File: src/rtl/hazard_interlock_ctrl.sv
// ID-stage interlock controller: per-stage destination scoreboard, stall/bubble decision, stall stats.
// Define FORWARD_EN to reduce the interlock to load-use hazards against the EX entry only.
module hazard_interlock_ctrl #(
    parameter int unsigned STALL_CNT_W = 16,
    parameter int unsigned MAX_CONSEC  = 3
) (
    input  logic                   ip_clk,
    input  logic                   ip_reset,
    input  logic [31:0]            ip_instruction,
    input  logic                   ip_id_valid,
    input  logic                   ip_R_format,
    input  logic                   ip_I_format,
    input  logic                   ip_Lw,
    input  logic                   ip_Sw,
    input  logic                   ip_Beq,
    input  logic                   ip_RegWrite,
    input  logic [4:0]             ip_dest,
    input  logic                   ip_hold,
    output logic                   op_stall,
    output logic                   op_bubble,
    output logic                   op_RegWrite_EX,
    output logic                   op_RegWrite_MEM,
    output logic                   op_RegWrite_WB,
    output logic [4:0]             op_dest_EX,
    output logic [4:0]             op_dest_MEM,
    output logic [4:0]             op_dest_WB,
    output logic [STALL_CNT_W-1:0] op_stall_count,
    output logic                   op_state,
    output logic                   op_error
);

`ifdef FORWARD_EN
    localparam int unsigned ConsecLimit = 1;
`else
    localparam int unsigned ConsecLimit = MAX_CONSEC;
`endif
    localparam int unsigned ConsecW = $clog2(ConsecLimit + 2);

    typedef enum logic {StRun = 1'b0, StStall = 1'b1} state_e;

    state_e state_q, state_d;

    logic       rw_ex, rw_mem, rw_wb;
    logic [4:0] dest_ex, dest_mem, dest_wb;
    logic       load_ex, load_mem, load_wb;

    logic [STALL_CNT_W-1:0] stall_cnt_q;
    logic [ConsecW-1:0]     consec_q;
    logic                   error_q;

    logic [4:0] rs, rt;
    logic       use_rs, use_rt;
    logic       hazard, issue;

    assign rs = ip_instruction[25:21];
    assign rt = ip_instruction[20:16];

    assign use_rs = ip_id_valid & (ip_R_format | ip_I_format | ip_Lw | ip_Sw | ip_Beq);
    assign use_rt = ip_id_valid & (ip_R_format | ip_Sw | ip_Beq);

    // $0 is hard-wired, so a write to it never creates a dependency.
    function automatic logic stage_match(input logic rw, input logic [4:0] dest,
                                         input logic [4:0] src);
        return rw && (dest == src) && (dest != 5'd0);
    endfunction

    always_comb begin
        hazard = 1'b0;
`ifdef FORWARD_EN
        if (load_ex) begin
            hazard = (use_rs && stage_match(rw_ex, dest_ex, rs)) ||
                     (use_rt && stage_match(rw_ex, dest_ex, rt));
        end
`else
        hazard = (use_rs && (stage_match(rw_ex, dest_ex, rs) ||
                             stage_match(rw_mem, dest_mem, rs) ||
                             stage_match(rw_wb, dest_wb, rs))) ||
                 (use_rt && (stage_match(rw_ex, dest_ex, rt) ||
                             stage_match(rw_mem, dest_mem, rt) ||
                             stage_match(rw_wb, dest_wb, rt)));
`endif
    end

    assign op_stall  = hazard & ~ip_hold;
    assign op_bubble = op_stall;
    assign issue     = ip_id_valid & ~op_stall & ~ip_hold;

    always_comb begin
        state_d = state_q;
        unique case (state_q)
            StRun:   if (op_stall) state_d = StStall;
            StStall: if (!hazard && !ip_hold) state_d = StRun;
            default: state_d = StRun;
        endcase
    end

    always_ff @(posedge ip_clk or posedge ip_reset) begin
        if (ip_reset) begin
            state_q <= StRun;
        end else begin
            state_q <= state_d;
        end
    end

    always_ff @(posedge ip_clk or posedge ip_reset) begin
        if (ip_reset) begin
            rw_ex       <= 1'b0;
            rw_mem      <= 1'b0;
            rw_wb       <= 1'b0;
            dest_ex     <= 5'd0;
            dest_mem    <= 5'd0;
            dest_wb     <= 5'd0;
            load_ex     <= 1'b0;
            load_mem    <= 1'b0;
            load_wb     <= 1'b0;
            stall_cnt_q <= '0;
            consec_q    <= '0;
            error_q     <= 1'b0;
        end else if (!ip_hold) begin
            rw_wb    <= rw_mem;
            dest_wb  <= dest_mem;
            load_wb  <= load_mem;
            rw_mem   <= rw_ex;
            dest_mem <= dest_ex;
            load_mem <= load_ex;
            rw_ex    <= issue & ip_RegWrite;
            dest_ex  <= issue ? ip_dest : 5'd0;
            load_ex  <= issue & ip_Lw;
            if (op_stall) begin
                if (stall_cnt_q != {STALL_CNT_W{1'b1}}) begin
                    stall_cnt_q <= stall_cnt_q + 1'b1;
                end
                // Counter parks at the limit; one more stalled edge is an overrun.
                if (32'(consec_q) >= ConsecLimit) begin
                    error_q <= 1'b1;
                end else begin
                    consec_q <= consec_q + 1'b1;
                end
            end else begin
                consec_q <= '0;
            end
        end
    end

    assign op_RegWrite_EX  = rw_ex;
    assign op_RegWrite_MEM = rw_mem;
    assign op_RegWrite_WB  = rw_wb;
    assign op_dest_EX      = dest_ex;
    assign op_dest_MEM     = dest_mem;
    assign op_dest_WB      = dest_wb;
    assign op_stall_count  = stall_cnt_q;
    assign op_state        = state_q;
    assign op_error        = error_q;

    logic unused_bits;
    assign unused_bits = ^{ip_instruction[31:26], ip_instruction[15:0], load_mem, load_wb,
                           load_ex};

endmodule
File: config.mk
export PLATFORM = sky130hd
export DESIGN_NAME = hazard_interlock_ctrl
export DESIGN_NICKNAME = d
export VERILOG_FILES = /design/src/rtl/hazard_interlock_ctrl.sv
export SDC_FILE = /design/constraint.sdc
export NUM_CORES = 1
export LEC_CHECK = 0
export BUFFER_PORTS_ARGS = -buffer_cell sky130_fd_sc_hd__buf_2
export CORE_MARGIN = 3
export CORE_UTILIZATION = 40
export CTS_CLUSTER_DIAMETER = 80
export DETAILED_ROUTE_END_ITERATION = 16
export GPL_TIMING_DRIVEN = 0
export PLACE_DENSITY = 0.64
export SLEW_MARGIN = 5
export SYNTH_ARGS = -nofsm -noshare
export SYNTH_HDL_FRONTEND = slang
export SYNTH_SLANG_ARGS = --single-unit
export TNS_END_PERCENT = 30
File: constraint.sdc
create_clock -name ip_clk -period 3.05 [get_ports ip_clk]
set_input_delay 0.4575 -clock ip_clk [delete_from_list [all_inputs] [get_ports ip_clk]]
set_output_delay 0.4575 -clock ip_clk [all_outputs]
set_load 0.01 [all_outputs]
==> metrics.md <==
| Metric | Value |
|---|---|
| RSZ-0062 raised after global routing | `false` |
| Clk_skew | `about 0.0012 ns` |
| Setup_tns | `0 ns` |
| Vias per cell | `5.13` |
| LEAKAGE | `1.29 nW` |
| CP Launch Type | `flip-flop` |
| # diodes | `0` |
| Dominant cells by area after synthesis | `dfrtp_1, xnor2_1, mux2_2` |
| Number of max-cap violations | `0` |
| Htree depth | `2` |
| Setup violators final | `0` |
| Crit path DAT | `2.36 ns` |
| Top cell type's share of synthesized area | `~47%` |
| Async SR Flop Fraction | `100%` |
| Sw frac | `between 20% and 30%` |
| Power per Cell Area | `487 mW/mm2` |
| Maximum clock path buffer count | `2` |
| Synth unique cells | `34` |
| CORE AREA | `0.00488 mm2` |
| Commonest cells in the netlist | `dfrtp_1, xnor2_1, mux2_2, xor2_1` |
| 1st-pass router iterations | `4` |
| Post-Syn Area | `approximately 0.0021 mm2` |
| Post-place setup slack | `approximately 0.42 ns` |
| Largest net degree at the start of global routing | `40` |
| Avg WL per Cell | `between 10 and 15 um` |
| Synthesized area per cell | `11.4 um2` |
| # rows | `25` |
| Slew @ Worst Pin | `0.822 ns` |
| Max FO, Critical Path | `9` |
| Comb power frac | `18.2%` |
| Max-slew headroom | `45.1%` |
| CP Capture Type | `output pin` |
| Vias in the first global route | `around 1700` |
| #FFs+latches synth | `39` |
| Routability cong. | `approximately 0.82` |
| Final Hold Viols | `0` |
| EDFF count, synth | `0` |
| Die H | `between 70 and 80 um` |
| Final HPWL DP | `3.57 mm` |
| Critical Path RT | `2.59 ns` |
| Initial core utilization | `42.5%` |
| Worst-Skew Late Latency | `0.28 ns` |
| CTS Buf Count | `5` |
| CTS tree | `yes` |
| NetSw | `0.341 mW` |
| Via count | `1627` |
| Sequential fraction of the synthesis area | `47.1%` |
| Final wirelength | `4.74 mm` |
| Share of layout cells above drive strength 1 | `39.2%` |
| TritonCTS Sinks | `39` |
| Global-route wire length before repair | `8.17 mm` |
| Fin nets | `300` |
| Die width | `78.0 um` |
| Leading register cell type out of synthesis | `dfrtp_1` |
| Synthesis Warnings | `0` |
| Root buf cell | `clkbuf_8` |
| Peak VDD IR | `0.252 mV` |
| Final worst slack | `0.231 ns` |
| Clk slew on worst S/H paths | `0.07 ns` |
| Input/output buffers | `61` |
| P_int | `0.914 mW` |
| Post-route minimum period | `2.82 ns` |
| Area Growth Syn to Fin | `24.2%` |
| 1st-iter DRT viols | `slightly above 70` |
| Post-Synthesis Cells | `roughly 180` |
| Power share of the clock group | `32.7%` |
| Hold WC Path Type | `input pin to async pin` |
| Gr ovfl total | `0` |
| Final Max Tran Viols | `0` |
| Final period util | `92.4%` |
| Flop pwr share | `about 49%` |
| DRC Markers | `0` |
| I/O Pins | `85` |
| Total track usage | `17.0%` |
| Final ANT Viol Nets | `0` |
| Most numerous cell in the Yosys netlist | `dfrtp_1` |
| Net Count, Synth | `about 230` |
| Outcome | `completed` |
| # fillers | `477` |
| Area leader, netlist | `dfrtp_1` |
| Initial antenna violation count | `0` |
| FMAX | `0.355 GHz` |
| CP Class | `flip-flop to output pin` |
| Die area | `between 0.006 and 0.007 mm2` |
==> cell type report <==
class,count,area (um2),share of cell area (%)
Timing Repair Buffer,61,305,11.9
Inverter,4,15.0,0.583
Tap cell,67,83.8,3.26
Sequential cell,39,976,37.9
Clock inverter,1,30.0,1.17
Multi-Input combinational cell,133,1060,41.2
Buffer,6,31.3,1.21
Clock buffer,6,72.6,2.82
==> cell usage in the layout (no fill, tap or decap), types with 2 or more instances in the layout <==
cell      count
xor2_1       15
and3_1        3
nor4_1        6
buf_2        62
o31ai_2       2
or4_1         3
dfrtp_1      39
clkbuf_8      5
nand3_1      10
mux2_2       15
clkbuf_1      4
nand4_1       7
nor2_1        5
ha_1          3
buf_4         2
nand2_1      10
xnor2_1      29
a21o_2        2
inv_1         3
o21ai_2       2
a32o_1        6
==> flip-flops by register name (all words and copies together), names as in the netlist, named ones only <==
name             count
op_stall_count      16
op_RegWrite_EX       1
op_dest_MEM          5
op_error             1
op_dest_EX           5
op_RegWrite_MEM      1
op_RegWrite_WB       1
consec_q             3
op_dest_WB           5
==> per-layer routing <==
metal / routed length [um] / track usage [%]
met5: 0 / 0
met1: 2300 / 24.2
met2: 2050 / 24.5
met3: 304 / 4.06
met4: 90 / 7.17
==> cell families (layout without fill, tap and decap cells) <==
group	count (synthesis)	after routing	synth area share, %
buffers and inverters	10	78	2.23
AND/OR/NAND/NOR	50	50	13.3
AO/OA/AOI/OAI	21	21	8.81
multiplexers	15	15	8.15
XOR/XNOR	44	44	18.6
flip-flops	39	39	47.1
adder cells (fa/ha/maj)	3	3	1.81
==> power by group through the flow <==
stage	Combinational, mW	Sequential (mW)	Clock (mW)
floorplan	0.126	0.633	0
global placement	0.228	0.627	0
detailed placement	0.229	0.627	0
CTS	0.231	0.617	0.426
global route	0.252	0.629	0.444
finish	0.228	0.617	0.410
==> final timing paths <==
kind,from,end,slack [ns],depth (start not counted)
max,op_dest_WB[1]$_DFFE_PP0N_,op_stall,0.23,7
min,ip_reset,op_dest_WB[3]$_DFFE_PP0N_,0.33,2
max reg2reg,op_dest_WB[1]$_DFFE_PP0N_,op_stall_count[14]$_DFFE_PP0P_,0.69,7
min reg2reg,op_error$_DFFE_PP0P_,op_error$_DFFE_PP0P_,0.46,1
max in group asynchronous,ip_reset,op_dest_MEM[3]$_DFFE_PP0N_,2.20,2
min in group ip_clk,ip_dest[4],op_dest_EX[4]$_DFFE_PP0N_,0.41,2
==> per-stage QoR <==
step / hold slack [ns] / util [%] / cells / area, um2 / power (mW)
floorplan: 0.498 / - / 182 / 2070 / 0.760
finish: 0.328 / 52.8 / 317 / 2570 / 1.26
detailed placement: 0.450 / 50.5 / 310 / 2460 / 0.856
CTS: 0.362 / 52.6 / 317 / 2560 / 1.27
global route: 0.407 / 52.8 / 317 / 2570 / 1.33
global placement: 0.445 / 50.5 / 310 / 2460 / 0.854
==> repair_timing <==
| item | 4_1_cts | 5_1_grt |
|---|---|---|
| hold endpoints to repair | 0 | 0 |
| hold buffers | 0 | 0 |
| setup endpoints to repair | 0 | 2 |
| gates resized for setup | 0 | 2 |
| buffers inserted | 0 | 0 |
==> worst max-delay path, stage by stage, from the launching register on <==
cell and delay [ns]:
dfrtp_1 0.43, or4_1 0.57, o21ai_2 0.15, nor4_1 0.09
o31ai_2 0.34, a21oi_2 0.20, buf_4 0.17, buf_2 0.13
(Power assumes the default switching activity.)
